$ cat src/rtl/dmem_arbiter_pkg.sv
// Shared types for the DMEM arbiter: FSM state, owner encoding and a counter-width helper.
package dmem_arbiter_pkg;

  typedef enum logic {
    IDLE,
    D_LOCKED
  } arbState_e;

  typedef enum logic [1:0] {
    OWN_NONE,
    OWN_P,
    OWN_D
  } owner_e;

  // Bits needed to hold the values 0..maxVal (at least one bit).
  function automatic int cntWidth(input int maxVal);
    return (maxVal < 1) ? 1 : $clog2(maxVal + 1);
  endfunction

endpackage

$ cat src/rtl/dmem_arbiter_if.sv
// Bundle of the pipeline port, debug port and DMEM port seen by the arbiter.
interface dmem_arbiter_if;
  logic        p_req;
  logic        p_we;
  logic [2:0]  p_funct3;
  logic [31:0] p_addr;
  logic [31:0] p_wdata;
  logic        p_stall;
  logic [31:0] p_rdata;

  logic        d_req;
  logic        d_we;
  logic        d_lock;
  logic [2:0]  d_funct3;
  logic [31:0] d_addr;
  logic [31:0] d_wdata;
  logic        d_gnt;
  logic [31:0] d_rdata;

  logic        mem_we;
  logic [2:0]  mem_funct3;
  logic [31:0] mem_addr;
  logic [31:0] mem_wdata;
  logic [31:0] mem_rdata;

  // Arbiter side.
  modport slave (
    input  p_req, p_we, p_funct3, p_addr, p_wdata,
    input  d_req, d_we, d_lock, d_funct3, d_addr, d_wdata,
    input  mem_rdata,
    output p_stall, p_rdata, d_gnt, d_rdata,
    output mem_we, mem_funct3, mem_addr, mem_wdata
  );

  // Requesters plus memory side.
  modport master (
    output p_req, p_we, p_funct3, p_addr, p_wdata,
    output d_req, d_we, d_lock, d_funct3, d_addr, d_wdata,
    output mem_rdata,
    input  p_stall, p_rdata, d_gnt, d_rdata,
    input  mem_we, mem_funct3, mem_addr, mem_wdata
  );
endinterface

$ cat src/rtl/arb_sat_counter.sv
// Saturating up-counter with synchronous clear; clear wins over increment.
module arb_sat_counter #(
  parameter int WIDTH = 4
) (
  input  logic             clk,
  input  logic             reset_n,
  input  logic             inc,
  input  logic             clr,
  output logic [WIDTH-1:0] cnt
);

  // NOTE: registered state uses non-blocking assignments so every flop samples pre-edge values.
  always_ff @(posedge clk or negedge reset_n) begin
    if (!reset_n) begin
      cnt <= '0;
    end else if (clr) begin
      cnt <= '0;
    end else if (inc && (cnt != '1)) begin
      cnt <= cnt + 1'b1;
    end
  end

endmodule

$ cat src/rtl/dmem_arbiter.sv
// Zero-latency DMEM arbiter between the pipeline memory stage (P) and a debug/loader port (D),
// with P priority, starvation relief for D, and a bounded D lock.
module dmem_arbiter
  import dmem_arbiter_pkg::*;
#(
  parameter int STARVE_LIMIT = 4,
  parameter int LOCK_MAX     = 16
) (
  input logic           clk,
  input logic           reset_n,
  dmem_arbiter_if.slave bus
);

  localparam int STARVE_W = cntWidth(STARVE_LIMIT);
  localparam int LOCK_W   = cntWidth(LOCK_MAX);
  localparam logic [STARVE_W-1:0] STARVE_TOP = STARVE_W'(STARVE_LIMIT);
  localparam logic [LOCK_W-1:0]   LOCK_LAST  = LOCK_W'(LOCK_MAX - 1);

  arbState_e           state;
  arbState_e           stateNext;
  owner_e              owner;
  logic [STARVE_W-1:0] starveCnt;
  logic [LOCK_W-1:0]   lockCnt;
  logic                rearm;
  logic                starveHit;
  logic                lockHit;
  logic                starveInc;
  logic                starveClr;
  logic                lockInc;
  logic                lockClr;

  assign starveHit = bus.d_req && (starveCnt == STARVE_TOP);

  // Ownership; nobody owns DMEM while reset is held so no stray write can occur.
  always_comb begin
    owner = OWN_NONE;
    if (!reset_n) begin
      owner = OWN_NONE;
    end else if (state == D_LOCKED) begin
      owner = bus.d_req ? OWN_D : OWN_NONE;
    end else if (starveHit) begin
      owner = OWN_D;
    end else if (bus.p_req) begin
      owner = OWN_P;
    end else if (bus.d_req) begin
      owner = OWN_D;
    end
  end

  // NOTE: every always_comb output gets a default first so no latch can be inferred.
  always_comb begin
    stateNext = state;
    lockHit   = 1'b0;
    case (state)
      IDLE: begin
        if (owner == OWN_D && bus.d_lock && rearm) stateNext = D_LOCKED;
      end
      D_LOCKED: begin
        lockHit = (owner == OWN_D) && bus.d_lock && (lockCnt >= LOCK_LAST);
        if (!bus.d_lock || !bus.d_req || lockHit) stateNext = IDLE;
      end
      default: stateNext = IDLE;
    endcase
  end

  assign starveInc = (owner == OWN_P) && bus.d_req;
  assign starveClr = (owner == OWN_D) || !bus.d_req;
  assign lockInc   = (owner == OWN_D) && bus.d_lock;
  assign lockClr   = (stateNext == IDLE);

  always_ff @(posedge clk or negedge reset_n) begin
    if (!reset_n) begin
      state <= IDLE;
      rearm <= 1'b1;
    end else begin
      state <= stateNext;
      // A forced release must see d_lock drop before another lock is allowed.
      if (lockHit) begin
        rearm <= 1'b0;
      end else if (!bus.d_lock) begin
        rearm <= 1'b1;
      end
    end
  end

  arb_sat_counter #(.WIDTH(STARVE_W)) u_starve_cnt (
    .clk     (clk),
    .reset_n (reset_n),
    .inc     (starveInc),
    .clr     (starveClr),
    .cnt     (starveCnt)
  );

  arb_sat_counter #(.WIDTH(LOCK_W)) u_lock_cnt (
    .clk     (clk),
    .reset_n (reset_n),
    .inc     (lockInc),
    .clr     (lockClr),
    .cnt     (lockCnt)
  );

  always_comb begin
    bus.mem_we     = 1'b0;
    bus.mem_funct3 = 3'd0;
    bus.mem_addr   = 32'd0;
    bus.mem_wdata  = 32'd0;
    bus.p_rdata    = 32'd0;
    bus.d_rdata    = 32'd0;
    case (owner)
      OWN_P: begin
        bus.mem_we     = bus.p_we;
        bus.mem_funct3 = bus.p_funct3;
        bus.mem_addr   = bus.p_addr;
        bus.mem_wdata  = bus.p_wdata;
        bus.p_rdata    = bus.mem_rdata;
      end
      OWN_D: begin
        bus.mem_we     = bus.d_we;
        bus.mem_funct3 = bus.d_funct3;
        bus.mem_addr   = bus.d_addr;
        bus.mem_wdata  = bus.d_wdata;
        bus.d_rdata    = bus.mem_rdata;
      end
      default: ;
    endcase
  end

  assign bus.p_stall = bus.p_req && (owner != OWN_P);
  assign bus.d_gnt   = bus.d_req && (owner == OWN_D);

endmodule

$ cat src/flat_wrapper.sv
// flat-port wrapper written by rule: the top's interface ports become plain ports
module dmem_arbiter_flat import dmem_arbiter_pkg::*;
#(
  parameter int STARVE_LIMIT = 4,
  parameter int LOCK_MAX     = 16
)
  (clk, reset_n, bus_p_req, bus_p_we, bus_p_funct3, bus_p_addr, bus_p_wdata, bus_d_req, bus_d_we, bus_d_lock, bus_d_funct3, bus_d_addr, bus_d_wdata, bus_mem_rdata, bus_p_stall, bus_p_rdata, bus_d_gnt, bus_d_rdata, bus_mem_we, bus_mem_funct3, bus_mem_addr, bus_mem_wdata);
  dmem_arbiter_if bus_i ();
  input logic clk;
  input logic reset_n;
  input wire logic [$bits(bus_i.p_req)-1:0] bus_p_req;
  input wire logic [$bits(bus_i.p_we)-1:0] bus_p_we;
  input wire logic [$bits(bus_i.p_funct3)-1:0] bus_p_funct3;
  input wire logic [$bits(bus_i.p_addr)-1:0] bus_p_addr;
  input wire logic [$bits(bus_i.p_wdata)-1:0] bus_p_wdata;
  input wire logic [$bits(bus_i.d_req)-1:0] bus_d_req;
  input wire logic [$bits(bus_i.d_we)-1:0] bus_d_we;
  input wire logic [$bits(bus_i.d_lock)-1:0] bus_d_lock;
  input wire logic [$bits(bus_i.d_funct3)-1:0] bus_d_funct3;
  input wire logic [$bits(bus_i.d_addr)-1:0] bus_d_addr;
  input wire logic [$bits(bus_i.d_wdata)-1:0] bus_d_wdata;
  input wire logic [$bits(bus_i.mem_rdata)-1:0] bus_mem_rdata;
  output wire logic [$bits(bus_i.p_stall)-1:0] bus_p_stall;
  output wire logic [$bits(bus_i.p_rdata)-1:0] bus_p_rdata;
  output wire logic [$bits(bus_i.d_gnt)-1:0] bus_d_gnt;
  output wire logic [$bits(bus_i.d_rdata)-1:0] bus_d_rdata;
  output wire logic [$bits(bus_i.mem_we)-1:0] bus_mem_we;
  output wire logic [$bits(bus_i.mem_funct3)-1:0] bus_mem_funct3;
  output wire logic [$bits(bus_i.mem_addr)-1:0] bus_mem_addr;
  output wire logic [$bits(bus_i.mem_wdata)-1:0] bus_mem_wdata;
  assign bus_i.p_req = bus_p_req;
  assign bus_i.p_we = bus_p_we;
  assign bus_i.p_funct3 = bus_p_funct3;
  assign bus_i.p_addr = bus_p_addr;
  assign bus_i.p_wdata = bus_p_wdata;
  assign bus_i.d_req = bus_d_req;
  assign bus_i.d_we = bus_d_we;
  assign bus_i.d_lock = bus_d_lock;
  assign bus_i.d_funct3 = bus_d_funct3;
  assign bus_i.d_addr = bus_d_addr;
  assign bus_i.d_wdata = bus_d_wdata;
  assign bus_i.mem_rdata = bus_mem_rdata;
  assign bus_p_stall = bus_i.p_stall;
  assign bus_p_rdata = bus_i.p_rdata;
  assign bus_d_gnt = bus_i.d_gnt;
  assign bus_d_rdata = bus_i.d_rdata;
  assign bus_mem_we = bus_i.mem_we;
  assign bus_mem_funct3 = bus_i.mem_funct3;
  assign bus_mem_addr = bus_i.mem_addr;
  assign bus_mem_wdata = bus_i.mem_wdata;
  dmem_arbiter #(.STARVE_LIMIT(STARVE_LIMIT), .LOCK_MAX(LOCK_MAX)) u_core (.clk(clk), .reset_n(reset_n), .bus(bus_i));
endmodule
$ cat config.mk
export PLATFORM = sky130hd
export DESIGN_NAME = dmem_arbiter_flat
export DESIGN_NICKNAME = d
export VERILOG_FILES = /design/src/rtl/dmem_arbiter_pkg.sv /design/src/rtl/dmem_arbiter_if.sv /design/src/rtl/arb_sat_counter.sv /design/src/rtl/dmem_arbiter.sv /design/src/flat_wrapper.sv
export SDC_FILE = /design/constraint.sdc
export NUM_CORES = 1
export LEC_CHECK = 0
export BUFFER_PORTS_ARGS = -buffer_cell sky130_fd_sc_hd__buf_4
export CAP_MARGIN = 0
export CORE_AREA = 2 2 120 122
export DETAILED_ROUTE_END_ITERATION = 8
export DIE_AREA = 0 0 122 124
export SYNTH_ARGS = -nofsm -noshare
export SYNTH_HDL_FRONTEND = slang
export SYNTH_SLANG_ARGS = --single-unit
export TNS_END_PERCENT = 1
$ cat constraint.sdc
create_clock -name clk -period 4 [get_ports clk]
set_input_delay 0.4 -clock clk [delete_from_list [all_inputs] [get_ports clk]]
set_output_delay 0.4 -clock clk [all_outputs]
set_load 0.05 [all_outputs]
After elaboration in Yosys (flattened, before gate mapping)
Cells that the tools add are included.
{"block": "classes", "order_cmp": 1, "addsub": 2, "muxes": 21, "n_eq_ne": 8, "bitwise": 1, "reduce_logical": 15}
{"cell": "$pmux W32 S2", "count": 2}
{"cell": "$mux W32", "count": 2}
{"cell": "$mux W2", "count": 5}
{"cell": "$mux W5", "count": 2}
{"cell": "$logic_and A1 B1 Y1", "count": 9}
{"cell": "$mux W3", "count": 2}
{"cell": "$pmux W3 S2", "count": 1}
{"cell": "$add A5 B1 Y5 const B", "count": 1}
{"cell": "$ge A5 B4 Y1 const B", "count": 1}
{"cell": "$mux W1", "count": 5}
{"cell": "$ne A5 B5 Y1 const B", "count": 1}
{"cell": "$ne A2 B1 Y1 const B", "count": 2}
{"cell": "$pmux W1 S2", "count": 2}
{"cell": "$add A3 B1 Y3 const B", "count": 1}
{"cell": "$eq A3 B3 Y1 const B", "count": 1}
{"cell": "$logic_or A1 B1 Y1", "count": 3}
{"cell": "$ne A3 B3 Y1 const B", "count": 1}
{"cell": "$eq A2 B1 Y1 const B", "count": 1}
{"cell": "$eq A2 B2 Y1 const B", "count": 1}
{"cell": "$logic_not A1 Y1", "count": 2}
{"cell": "$ne A2 B2 Y1 const B", "count": 1}
{"cell": "$reduce_bool A2 Y1", "count": 1}
{"cell": "$not A1 Y1", "count": 1}
{"block": "totals", "input_bits": 173, "regBits": 10}

Longest topological paths before layout
{"block": "logic_depth", "ltp_word": 12, "mapped_depth": 11, "mapped_depth_nobuf": 9}

By module
A second synthesis with hierarchy kept.
{"block": "unflattened", "hier_cells": 296, "hier_area_um2": 2198.4}
{"module": "dmem_arbiter", "cells_per_inst": 258, "seq_area_each_um2": 51.3, "instances": 1, "area_each_um2": 1765.4}
{"module": "arb_sat_counter (u_core.u_lock_cnt)", "cells_per_inst": 23, "seq_area_each_um2": 125.1, "instances": 1, "area_each_um2": 249.0}
{"module": "arb_sat_counter (u_core.u_starve_cnt)", "cells_per_inst": 15, "seq_area_each_um2": 75.1, "instances": 1, "area_each_um2": 183.9}

Least setup slack after synthesis
No wires, ideal clock.
{"block": "synth_timing", "kind": "register to output", "startpoint": "reg u_core.u_starve_cnt.cnt[0]", "endpoint": "out bus_mem_addr[0]", "n_path_buf": 3, "slack_ns": 1.312, "path_stages_with_launch": 10, "t_required_ns": 3.600, "arrival_ns": 2.288, "path_cell_list": "dfrtp_1 > inv_1 > ha_1 > nand3_1 > and3_1 > ha_1 > clkbuf_1 > buf_2 > clkbuf_1 > nor2_1"}
{"block": "synth_between", "elab_chain_cells": 7, "elab_cells_between_ends": 8, "classes_between": "eq/ne (3); mux (4); reduce/logical (1)"}
{"element": "start: declaration", "line": "arb_sat_counter.sv:9", "source": "output logic [WIDTH-1:0] cnt"}
{"element": "start signal: assignment", "line": "arb_sat_counter.sv:19", "source": "cnt <= cnt + 1'b1;"}
{"element": "$eq A3 B3 Y1 (*)", "line": "dmem_arbiter.sv:32", "source": "assign starveHit = bus.d_req && (starveCnt == STARVE_TOP);"}
{"element": "$logic_and A1 B1 Y1 (*)", "line": "dmem_arbiter.sv:32"}
{"element": "$mux W2 (*)", "line": "dmem_arbiter.sv:41", "source": "end else if (starveHit) begin"}
{"element": "$mux W2 (*)", "line": "dmem_arbiter.sv:39", "source": "end else if (state == D_LOCKED) begin"}
{"element": "$mux W2 (*)", "line": "dmem_arbiter.sv:37", "source": "if (!reset_n) begin"}
{"element": "$eq A2 B2 Y1 or $eq A2 B1 Y1 (tied branches)", "line": "dmem_arbiter.sv:109", "source": "case (owner)"}
{"element": "$pmux W32 S2 (*)", "line": "dmem_arbiter.sv:109"}
{"element": "end: declaration", "line": "flat_wrapper.sv:29", "source": "output wire logic [$bits(bus_i.mem_addr)-1:0] bus_mem_addr;"}
Mark *: on every way between the ends. The rest lies on a longest branch, timed or not.

Worst setup path after layout
{"block": "layout_timing", "startpoint": "in reset_n", "endpoint": "out bus_mem_wdata[23]"}
{"block": "layout_between", "elab_chain_cells": 3, "elab_cells_between_ends": 4, "classes_between": "eq/ne (2); mux (2)"}
{"element": "start: declaration", "line": "flat_wrapper.sv:10", "source": "input logic reset_n;"}
{"element": "$mux W2 (*)", "line": "dmem_arbiter.sv:37"}
{"element": "$eq A2 B2 Y1 or $eq A2 B1 Y1 (tied branches)", "line": "dmem_arbiter.sv:109"}
{"element": "$pmux W32 S2 (*)", "line": "dmem_arbiter.sv:109"}
{"element": "end: declaration", "line": "flat_wrapper.sv:30", "source": "output wire logic [$bits(bus_i.mem_wdata)-1:0] bus_mem_wdata;"}
Marks and branches as above.

==> impl_metrics.tcl <==
set metrics [dict create \
    vias_per_cell 4.29 \
    worst-path-max-fanout 108 \
    skew_final_ps 3.54 \
    p_int_mw 0.470 \
    number_of_antenna_violations_at_the_first_check_in_global_routing 0 \
    yosys_register_bits 10 \
    finalSetupViolations 0 \
    leak_pwr_nw 2.33 \
    syn-cell-area_um2 2010 \
    synth-compound-area-share_pct 30.0 \
    peakVddDrop_uv 210 \
    first_iter_violations 148 \
    yosys.area.top_type_share_pct 25.4 \
    final.setup.tns_ps 0 \
    first_global_vias 2998 \
    power.net_switching_mw 0.365 \
    hpwlAfterDp_mm 9.08 \
    synth_flop_cell "sky130_fd_sc_hd__dfrtp_1" \
    largest_family_of_logic_cells_by_synthesized_area "simple AND/OR/NAND/NOR gates" \
    switching_share_pct 43.7 \
    fp.dieH_um 124 \
    floorplan.die_area_um2 15100 \
    synth_largest_area_cell "sky130_fd_sc_hd__a22oi_1" \
    seq_power_share_pct 12.6 \
    floorplan.io_pins 307 \
    critical_path_source_type "input pin" \
    syn-instance-count 303 \
    overflow 0 \
    gp_congestion 0.785 \
    endpoint_kind "output pin" \
    initial_utilization_pct 14.6 \
    grt_use_total_pct 12.8 \
    critical_path_at_ps 3010 \
    worst_slew_pin_slew_ps 1070 \
    totalWireLength_mm 11.3 \
    antenna_violating_nets_post_route 0 \
    utilization_pct 33.0 \
    synth_edf_count 0 \
    required_ps 3600 \
    drt_pre_antenna_iters 4 \
    tritoncts.num_buffers 3 \
    post_cts_resized 0 \
    p_comb_share_pct 63.6 \
    routed_via_count 3276 \
    syn2layout_area_growth_pct 125 \
    hold_ws_ps 370 \
    post-route-period-util_pct 85.3 \
    rows 43 \
    number_of_warnings_reported_in_the_yosys_synthesis_log 0 \
    max_slew_margin_pct 28.6 \
    routed_wire_length_per_instance_um 14.8 \
    status "completed" \
    layout-drive-gt1-share_pct 54.7 \
    holdCritPathClass "input pin to flip-flop" \
    cellPowerDensity_nw_per_um2 185 \
    clockBufferDepth 2 \
    cts.sinks 10 \
    core_area_um2 13700 \
    yosys.area_share.adder_pct 4.98 \
    clock_tree.root_cell "sky130_fd_sc_hd__clkbuf_16" \
    h_tree_levels 1 \
    share_clk_of_total_power_pct 23.8 \
    n_antenna_cell 0 \
    cts_tree "yes" \
    syn_area_per_cell_um2 6.63 \
    synth.top_cells.by_area "sky130_fd_sc_hd__a22oi_1 (25%), sky130_fd_sc_hd__and2_1 (20%), sky130_fd_sc_hd__nor2_1 (13%), sky130_fd_sc_hd__dfrtp_1 (11%), sky130_fd_sc_hd__ha_1 (5.0%)" \
    cts.clk_slew.worst_paths_ps 40 \
    count_of_nets_after_finishing 765 \
    clock_insertion_delay_worst_skew_ps 240 \
    final_period_minus_worst_setup_slack_ps 3410 \
    finalMaxSlewViolations 0 \
    synth.area.mux_share_pct 2.06 \
    async_reset_ff_share_pct 100 \
    wire_length_of_the_first_global_routing_pass_mm 15.7 \
    drv_cap 0 \
    finalHoldViolCount 0 \
    synth.net_count 484 \
    portBuffers 306 \
    synth.yosys.seq_area_share_pct 12.5 \
    detail_route.drc_violations 0 \
    post_synth_and_or_nand_nor_area_fraction_pct 41.2 \
    setup_repair_after_global_routing_missed_its_margin "false" \
    die_width_um 122 \
    leading_cell_type_in_the_layout_fill_and_taps_excluded "sky130_fd_sc_hd__buf_4" \
    max_freq_ghz 0.293 \
    pin_count_of_the_biggest_net_entering_global_routing 109 \
    type_of_the_setup_path_with_the_least_slack "input pin to output pin" \
    synth_xor_xnor_area_share_pct 1.31 \
    highest_count_cells_in_the_layout_ignoring_fill_and_taps "sky130_fd_sc_hd__buf_4 (306), sky130_fd_sc_hd__nor2_1 (72), sky130_fd_sc_hd__a22oi_1 (68)" \
    synth.distinct_cells 34 \
]
==> stage by stage <==
step | total power [mW] | std cells | area [um^2] | setup slack, ps
after detailed placement | 0.638 | 758 | 4420 | 1050
after global routing | 0.877 | 763 | 4520 | 385
after CTS | 0.838 | 763 | 4520 | 595
after global placement | 0.633 | 758 | 4420 | 1100
final | 0.835 | 763 | 4520 | 590
after floorplan | 0.399 | 303 | 2010 | 1310
==> critical path: stages <==
cell,delay [ps]
sky130_fd_sc_hd__dlygate4sd3_1,540
sky130_fd_sc_hd__buf_4,200
sky130_fd_sc_hd__and3_1,200
sky130_fd_sc_hd__inv_1,110
sky130_fd_sc_hd__ha_4,840
sky130_fd_sc_hd__a22oi_1,280
sky130_fd_sc_hd__nor2_1,160
sky130_fd_sc_hd__buf_4,210
==> synth_stat cells, types with 3 or more instances <==
library cell	count
sky130_fd_sc_hd__ha_1	8
sky130_fd_sc_hd__nand2_1	4
sky130_fd_sc_hd__clkbuf_1	17
sky130_fd_sc_hd__and2_1	65
sky130_fd_sc_hd__and3_1	3
sky130_fd_sc_hd__buf_2	11
sky130_fd_sc_hd__a22oi_1	68
sky130_fd_sc_hd__mux2i_1	3
sky130_fd_sc_hd__a21oi_1	3
sky130_fd_sc_hd__dfrtp_1	9
sky130_fd_sc_hd__nor2_1	72
sky130_fd_sc_hd__nand3_1	4
sky130_fd_sc_hd__inv_1	7
sky130_fd_sc_hd__a211oi_1	3
==> final timing paths <==
path                       slack, ps  cells after the start                                   end                                   start
setup / recovery                 590                      8                     bus_mem_wdata[23]                                 reset_n
hold / removal                   370                      2              u_core.rearm$_DFFE_PN1P_                              bus_d_lock
setup reg to reg                1240                      9  u_core.u_lock_cnt.cnt[3]$_DFFE_PN0P_  u_core.u_starve_cnt.cnt[0]$_DFFE_PN0P_
hold reg to reg                  480                      2              u_core.rearm$_DFFE_PN1P_                u_core.rearm$_DFFE_PN1P_
max in group asynchronous       3220                      2              u_core.rearm$_DFFE_PN1P_                                 reset_n
min in group asynchronous        550                      2  u_core.u_lock_cnt.cnt[4]$_DFFE_PN0P_                                 reset_n
==> sequential cells by signal (all words and copies together) (netlist names) <==
name                     count
u_core.rearm                 1
u_core.u_starve_cnt.cnt      3
u_core.u_lock_cnt.cnt        5
u_core.state                 1
==> power groups by stage <==
stage	combinational, mW	sequential [mW]	clock, mW
floorplan	0.292	0.107	0
detailed placement	0.531	0.107	0
global route	0.564	0.106	0.207
finish	0.531	0.106	0.199
CTS	0.533	0.106	0.199
global placement	0.526	0.107	0
==> final cells by class <==
| cell class | count | area [um^2] |
|---|---|---|
| fill | 1462 | 9200 |
| timing repair buffer | 307 | 2310 |
| multi-input combinational | 255 | 1620 |
| sequential | 10 | 251 |
| tap | 180 | 225 |
| clock buffer | 4 | 88.8 |
| inverter | 7 | 26.3 |
==> cells by family after synthesis <==
family / Yosys count
XOR/XNOR: 3
AND/OR/NAND/NOR: 160
AO/OA/AOI/OAI: 80
buffers and inverters: 38
flip-flops: 10
adder cells (fa/ha/maj): 8
multiplexers: 4
==> metal layers <==
layer	vias to the layer above	routed length, um	global-route usage (%)
met5	-	0	0
met4	0	80	1.58
met3	6	958	1.60
met2	155	5830	23.5
met1	1501	4450	16.3
li1	1614	-	-
==> what timing repair did <==
item / in CTS / in global routing
buffers inserted: 0 / 0
endpoints found under the hold margin: 6 / 0
hold buffers: 1 / 0
setup endpoints to repair: 0 / 0
Power figures use the tool's default switching activity.
